[src/rtl/contador_ctrl.sv]
// -----------------------------------------------------------------------------
// contador_ctrl
//
// Sequencing controller for the negedge-clocked ripple counter `contador`.
// The controller runs on the posedge of clk. The counter shares the same clock
// net, advances on the negedge, and is driven through cnt_en / cnt_clr_n.
//
// Features: start/stop/pause control, a terminal count latched at run start,
// one-shot or periodic (auto-clear) operation, a done pulse for every terminal
// count, and a saturating tally of periodic wraps.
//
// Ports:
//   clk        in   system clock (controller posedge, counter negedge)
//   clr_n      in   asynchronous active-low reset
//   start      in   level: begin a run from IDLE, resume from HOLD
//   stop       in   level: pause from RUN, abort from HOLD or CLEAR
//   mode       in   0 = one-shot, 1 = periodic (latched at run start)
//   limit      in   terminal count [Size] (latched at run start)
//   cnt_q      in   counter readback [Size], settled by each posedge
//   cnt_en     out  counter enable (registered)
//   cnt_clr_n  out  counter asynchronous clear, active-low (registered)
//   busy       out  high in CLEAR, RUN and HOLD
//   done       out  one-cycle pulse after cnt_q reached the latched limit
//   err        out  one-cycle pulse after a start request with limit == 0
//   wraps      out  periodic terminal-count tally [WrapW], saturating
//   dbg_state  out  current FSM state (0 IDLE, 1 CLEAR, 2 RUN, 3 HOLD)
//
// Control protocol: start and stop are levels sampled at every posedge, with
// no handshake. A request takes effect at the posedge where it is seen high.
// The command is consumed at that edge, so the requester should drop the level
// afterwards. Otherwise the request repeats on later edges (for example, start
// held high in IDLE with limit == 0 pulses err on every cycle).
// -----------------------------------------------------------------------------
module contador_ctrl #(
  parameter int Size  = 8,
  parameter int WrapW = 8
) (
  input  logic             clk,
  input  logic             clr_n,
  input  logic             start,
  input  logic             stop,
  input  logic             mode,
  input  logic [Size-1:0]  limit,
  input  logic [Size-1:0]  cnt_q,
  output logic             cnt_en,
  output logic             cnt_clr_n,
  output logic             busy,
  output logic             done,
  output logic             err,
  output logic [WrapW-1:0] wraps,
  output logic [1:0]       dbg_state
);

  typedef enum logic [1:0] {
    IDLE  = 2'd0,
    CLEAR = 2'd1,
    RUN   = 2'd2,
    HOLD  = 2'd3
  } state_e;

  state_e           state_q, state_d;
  logic [Size-1:0]  limit_r_q, limit_r_d;
  logic             mode_r_q, mode_r_d;
  logic [WrapW-1:0] wraps_q, wraps_d;
  logic             done_q, done_d;
  logic             err_q, err_d;
  logic             cnt_en_q, cnt_en_d;
  logic             cnt_clr_n_q, cnt_clr_n_d;
  logic             match;

  // A terminal count only counts while running. In CLEAR and HOLD the counter
  // may legitimately show the old limit value.
  assign match = (state_q == RUN) && (cnt_q == limit_r_q);

  always_comb begin
    state_d   = state_q;
    limit_r_d = limit_r_q;
    mode_r_d  = mode_r_q;
    wraps_d   = wraps_q;
    done_d    = 1'b0;
    err_d     = 1'b0;

    case (state_q)
      IDLE: begin
        if (start) begin
          if (limit != '0) begin
            state_d   = CLEAR;
            limit_r_d = limit;
            mode_r_d  = mode;
            wraps_d   = '0;
          end else begin
            err_d = 1'b1;
          end
        end
      end

      CLEAR: begin
        state_d = stop ? IDLE : RUN;
      end

      RUN: begin
        // A match takes priority over stop, and stop over start (start is
        // ignored here).
        if (match) begin
          done_d = 1'b1;
          if (mode_r_q) begin
            state_d = CLEAR;
            if (wraps_q != '1) begin
              wraps_d = wraps_q + 1'b1;
            end
          end else begin
            state_d = IDLE;
          end
        end else if (stop) begin
          state_d = HOLD;
        end
      end

      HOLD: begin
        if (stop) begin
          state_d = IDLE;
        end else if (start) begin
          state_d = RUN;
        end
      end

      default: begin
        state_d = IDLE;
      end
    endcase

    // Counter controls are decoded from the next state. That way cnt_en drops
    // at the matching posedge, before the negedge that would step past the
    // limit.
    cnt_en_d    = (state_d == RUN);
    cnt_clr_n_d = (state_d != CLEAR);
  end

  always_ff @(posedge clk or negedge clr_n) begin
    if (!clr_n) begin
      state_q     <= IDLE;
      limit_r_q   <= '0;
      mode_r_q    <= 1'b0;
      wraps_q     <= '0;
      done_q      <= 1'b0;
      err_q       <= 1'b0;
      cnt_en_q    <= 1'b0;
      // Hold the counter in clear for as long as reset is asserted.
      cnt_clr_n_q <= 1'b0;
    end else begin
      state_q     <= state_d;
      limit_r_q   <= limit_r_d;
      mode_r_q    <= mode_r_d;
      wraps_q     <= wraps_d;
      done_q      <= done_d;
      err_q       <= err_d;
      cnt_en_q    <= cnt_en_d;
      cnt_clr_n_q <= cnt_clr_n_d;
    end
  end

  assign cnt_en    = cnt_en_q;
  assign cnt_clr_n = cnt_clr_n_q;
  assign busy      = (state_q != IDLE);
  assign done      = done_q;
  assign err       = err_q;
  assign wraps     = wraps_q;
  assign dbg_state = state_q;

endmodule

[config.mk]
export PLATFORM = sky130hd
export DESIGN_NAME = contador_ctrl
export DESIGN_NICKNAME = d
export VERILOG_FILES = /design/src/rtl/contador_ctrl.sv
export SDC_FILE = /design/constraint.sdc
export NUM_CORES = 1
export LEC_CHECK = 0
export CAP_MARGIN = 20
export CORE_MARGIN = 2
export CORE_UTILIZATION = 32
export DETAILED_ROUTE_END_ITERATION = 6
export GPL_TIMING_DRIVEN = 0
export PLACE_DENSITY_LB_ADDON = 0.08
export SYNTH_ARGS = -nofsm -noshare
export SYNTH_HDL_FRONTEND = slang
export SYNTH_SLANG_ARGS = --single-unit
export TNS_END_PERCENT = 100
[constraint.sdc]
create_clock -name clk -period 1.53 [get_ports clk]
set_input_delay 0.153 -clock clk [delete_from_list [all_inputs] [get_ports clk]]
set_output_delay 0.153 -clock clk [all_outputs]
set_load 0.01 [all_outputs]
# Word-level counts from Yosys, hierarchy flattened
# Index checks and enable logic that the tools add are counted.
[word_totals]
in_bits = 21
ff_bits = 23
latch_bits = 0
mem_count = 0
ram_bits = 0
mem_bits_ro = 0
[classes]
muxes = 20
mul = 0
bitwise = 0
n_shift = 0
n_lt_le_gt_ge = 0
add_sub_neg = 1
div = 0
eq_ne = 12
n_reduce_logical = 7
[ops]
columns = ["cell", "n"]
rows = [
  ["$mux W8", 5],
  ["$pmux W8 S2", 1],
  ["$mux W2", 7],
  ["$add A8 B1 Y8 const B", 1],
  ["$eq A8 B8 Y1", 1],
  ["$ne A2 B2 Y1 const B", 4],
  ["$ne A8 B8 Y1 const B", 1],
  ["$pmux W2 S4", 1],
  ["$reduce_bool A8 Y1", 1],
  ["$eq A2 B2 Y1 const B", 3],
  ["$mux W1", 6],
  ["$reduce_and A6 Y1", 1],
  ["$ne A2 B1 Y1 const B", 2],
  ["$reduce_bool A2 Y1", 2],
  ["$reduce_and A3 Y1", 1],
  ["$eq A2 B1 Y1 const B", 1],
  ["$logic_not A2 Y1", 1],
  ["$logic_and A1 B1 Y1", 1],
]

# Depth between registers and ports, before layout
[depth]
word_depth = 5
depth_mapped = 6

# Least setup slack after synthesis
# Ideal clock, no wire load.
[synth_path]
path_type = "reg2reg"
startpoint = "reg state_q[1], in the netlist dbg_state[1]"
endpoint = "reg wraps_q[3], in the netlist wraps[3]"
synth_period_minus_slack_ns = 1.610
required_time_ns = 1.410
arrival_time_ns = 1.490
n_path_buf = 0
slack_ns = -0.080
setup_time_ns = 0.120
path_stages_with_launch = 6
cell_sequence = "dfrtp_1 or3b_4 a21o_4 a21oi_4 a21oi_1 a31o_1"
[synth_via]
elab_chain_len = 4
elab_cells_between_ends = 11
[synth_rtl]
columns = ["item", "line", "rtl"]
rows = [
  ["start, declared", "61", "state_e state_q, state_d;"],
  ["start signal, assigned", "151", "state_q <= state_d;"],
  ["$eq A2 B2 Y1", "73, 83", ""],
  ["$logic_and A1 B1 Y1", "73", "assign match = (state_q == RUN) && (cnt_q == limit_r_q);"],
  ["$ne A2 B2 Y1 (no line)", "-", ""],
  ["$reduce_and A6 Y1 (no line)", "-", ""],
  ["end signal, assigned", "154", "wraps_q <= wraps_d;"],
  ["end, declared", "64", "logic [WrapW-1:0] wraps_q, wraps_d;"],
]
# Parallel ways exist; a longest one is shown, timed or not.
# A chain may end at the register's enable or synchronous reset.

# Worst setup path after layout
[layout_path]
startpoint = "reg state_q[0], in the netlist dbg_state[0]"
endpoint = "reg wraps_q[3], in the netlist wraps[3]"
# Same word-level chain as after synthesis.

==> results.cfg <==
[outcome]
outcome = complete, but fails checks
failed_checks = setup timing

[finish]
final_layout_size_suffix_gt1_share_pct = 25.3
final_net_count = 201
final_common_cell = sky130_fd_sc_hd__clkdlybuf4s50_1
most-common-layout-cells = 34 x sky130_fd_sc_hd__clkdlybuf4s50_1, 32 x sky130_fd_sc_hd__nand2_1, 22 x sky130_fd_sc_hd__dfrtp_1
syn_to_final_growth_pct = 58.7
final-instance-count-excl-fill = 226
num_antenna_cells = 0

[global_route]
initial_antenna_violation_count = 0
groute.usage.overall_pct = 16.8
grt_start_max_net_pins = 24
grt_pass1_vias = 1163
grt_pass1_wl_mm = 5.39
grt_remaining_overflow = 0

[placed_design]
routability_congestion_estimate = 0.818
dp_hpwl_mm = 2.12
place_inst = 204
io_buffers = 35

[die]
die-height_um = 64.9
design.core.area_mm2 = 0.00361
io_pins = 36
num_rows = 22
fp.dieW_um = 64.9
initial_utilization_pct = 33.0
design.die.area_mm2 = 0.00422

[timing]
final_critical_path_setup_slack_ps = -109
total_setup_violations_reported_at_the_end_of_the_flow = 16
grt_setup_unrepaired = true
fmaxAchievable_ghz = 0.610
min_period_ps = 1640
max_slew.worst_pin.slew_ps = 485
report.final.hold_viol_count = 0
final_max_slew_viol_count = 0
slew_headroom_pct = 67.6
setup_total_negative_slack_ps = -621
finalClockSkew_ps = 3.85
fin_crit_sh_pct = 107

[drt]
remaining_drc_errors = 0
wl_mm = 3.05
drt-vias-per-instance = 4.76
detail_route.wl_per_cell_um = 13.5
routed-via-count = 1076
drt_first_iter_violations = 69
antenna_violating_nets_post_route = 0
drt_pass1_iterations = 4

[worst_setup_path]
critical_path.startpoint_type = flop
worst-endpoint-arrival_ps = 1800
cpMaxStageDelayCell = sky130_fd_sc_hd__or3b_4
max_stage_delay_ps = 430
worst_path_dominant_cell_family = compound AO/OA/AOI/OAI gates
critPathMaxFanout = 6
cp_cell_sequence = or3b_4 > a21o_4 > a21oi_4 > a21oi_2 > a31o_1
worst-endpoint-required_ps = 1690
worstSetupPathType = flop to flop
cp-end-kind = flop
crit_buf_inv = 0

[synth]
synth_enable_flop_cells = 0
synth_xor_area_share_pct = 5.89
share_of_synthesized_flip_flops_with_an_asynchronous_set_or_reset_pct = 100
synth-seq-area-share_pct = 48.4
synth_top_cell_by_area = sky130_fd_sc_hd__dfrtp_1
synth_top_cell_area_share_pct = 48.4
ys_warn_count = 0
synth_top_flop_cell = sky130_fd_sc_hd__dfrtp_1
yosys-mux-area-fraction_pct = 0.842
synth_compound_gate_area_share_pct = 15.8
syn-num-nets = 143
avgSynthCellArea_um2 = 9.82
synth_top_family_by_area = simple AND/OR/NAND/NOR gates
synth-seq-cells = 23
simple_logic_cell_fraction_of_the_synthesized_area_pct = 26.1
post_synth_instance_area_mm2 = 0.00119
synthCells = 121
dominant_cells_by_area_after_synthesis = sky130_fd_sc_hd__dfrtp_1 48%, sky130_fd_sc_hd__nand2_1 11%, sky130_fd_sc_hd__xnor2_1 5.9%, sky130_fd_sc_hd__a41o_1 3.4%, sky130_fd_sc_hd__a21oi_1 2.1%
netlist-cell-type-count = 34
synth_fa_ha_area_share_pct = 1.05

[pwr]
vdd_ir_drop_max_uv = 583
p_leak_nw = 0.846
power.density_mw_per_mm2 = 1330

[clock_network]
post_cts_hold_buffer_count = 0
sink_count_of_the_clock_tree = 23
ctsHtreeMaxLevel = 1
numCtsBuffers = 3
clock-root-buffer = sky130_fd_sc_hd__clkbuf_8
cts-root-to-sink-buffers = 2
clk_transition_reported_paths_ps = 90
worst_skew_pair.late_latency_ps = 270
cts_tree = built

[run]
timing.max_cap.violations = 0

[worst_hold_path]
worst_hold_path_type = primary input to async pin
-- logic make-up after synthesis --
family / Yosys count
mux: 1
buf+inv: 5
compound gates: 22
xor+xnor: 8
fa+ha+maj: 1
simple gates: 61
flops: 23
-- synth_stat cells, types with 2 or more instances --
master / number
sky130_fd_sc_hd__a21oi_1: 5
sky130_fd_sc_hd__a31o_2: 2
sky130_fd_sc_hd__a31oi_1: 3
sky130_fd_sc_hd__a41o_1: 4
sky130_fd_sc_hd__and4_1: 2
sky130_fd_sc_hd__buf_2: 3
sky130_fd_sc_hd__dfrtp_1: 23
sky130_fd_sc_hd__inv_1: 2
sky130_fd_sc_hd__nand2_1: 35
sky130_fd_sc_hd__nand4_1: 4
sky130_fd_sc_hd__nor2_1: 6
sky130_fd_sc_hd__nor4_2: 2
sky130_fd_sc_hd__or2b_1: 2
sky130_fd_sc_hd__xnor2_1: 8
-- per-layer routing --
layer,global-route usage (%),wire length (µm)
met1,21.3,1450
met2,27.2,1370
met3,3.47,143
met4,8.24,87
met5,0,0
-- what timing repair did --
item / 4_1_cts / 5_1_grt
pin swaps: 16 / 10
buffers inserted: 14 / 4
resized for setup: 19 / 2
endpoints found under the setup margin: 22 / 21
-- report_power, final --
part / leakage (nW) / switching, W / total (W) / internal [W]
Combinational: 0.523 / 0.000582 / 0.00124 / 0.000653
Sequential: 0.298 / 0.000112 / 0.000877 / 0.000765
Clock: 0.0255 / 0.000207 / 0.000390 / 0.000182
Total: 0.846 / 0.000901 / 0.00250 / 0.00160
-- stage by stage --
step                      total power [W]  hold slack, ps  utilization [%]  setup WS [ps]  area (µm²)
after floorplan                   0.00144            -143                -          -79.2        1190
after global placement            0.00177             482             44.3           -472        1600
after detailed placement          0.00178             488             44.3           -493        1600
after CTS                         0.00246             409             51.2           -131        1850
after global routing              0.00271             231             52.3           -180        1890
final                             0.00250             204             52.3           -109        1890
-- worst register-to-register path, stage by stage (launching register included) --
cell	delay [ps]
sky130_fd_sc_hd__dfrtp_1	410
sky130_fd_sc_hd__or3b_4	430
sky130_fd_sc_hd__a21o_4	230
sky130_fd_sc_hd__a21oi_4	210
sky130_fd_sc_hd__a21oi_2	80
sky130_fd_sc_hd__a31o_1	180
-- path summary, 6_finish.rpt --
path / start / endpoint / slack [ps] / depth (start not counted)
min: clr_n / limit_r_q[2]$_DFFE_PN0P_ / 200 / 1
max: dbg_state[0]$_DFF_PN0_ / wraps[3]$_DFFE_PN0P_ / -110 / 5
min in group clk: mode / mode_r_q$_DFFE_PN0P_ / 410 / 3
min reg2reg: limit_r_q[1]$_DFFE_PN0P_ / limit_r_q[1]$_DFFE_PN0P_ / 510 / 2
max in group asynchronous: clr_n / wraps[2]$_DFFE_PN0P_ / 850 / 2
max reg2reg: dbg_state[0]$_DFF_PN0_ / wraps[3]$_DFFE_PN0P_ / -110 / 5
-- cell type report --
cell class	count	area, µm²
buffer	3	27.5
clock inverter	1	5.00
fill	353	1720
inverter	2	7.51
tap	48	60.1
sequential	23	577
timing repair buffer	53	508
multi-input combinational	93	661
clock buffer	3	41.3
-- state kept, by name, summed over array words and instances, names as in the netlist --
signal / count
limit_r_q: 8
done: 1
cnt_clr_n: 1
err: 1
wraps: 8
mode_r_q: 1
cnt_en: 1
dbg_state: 2
No activity file was read; power rests on OpenSTA's default activity.
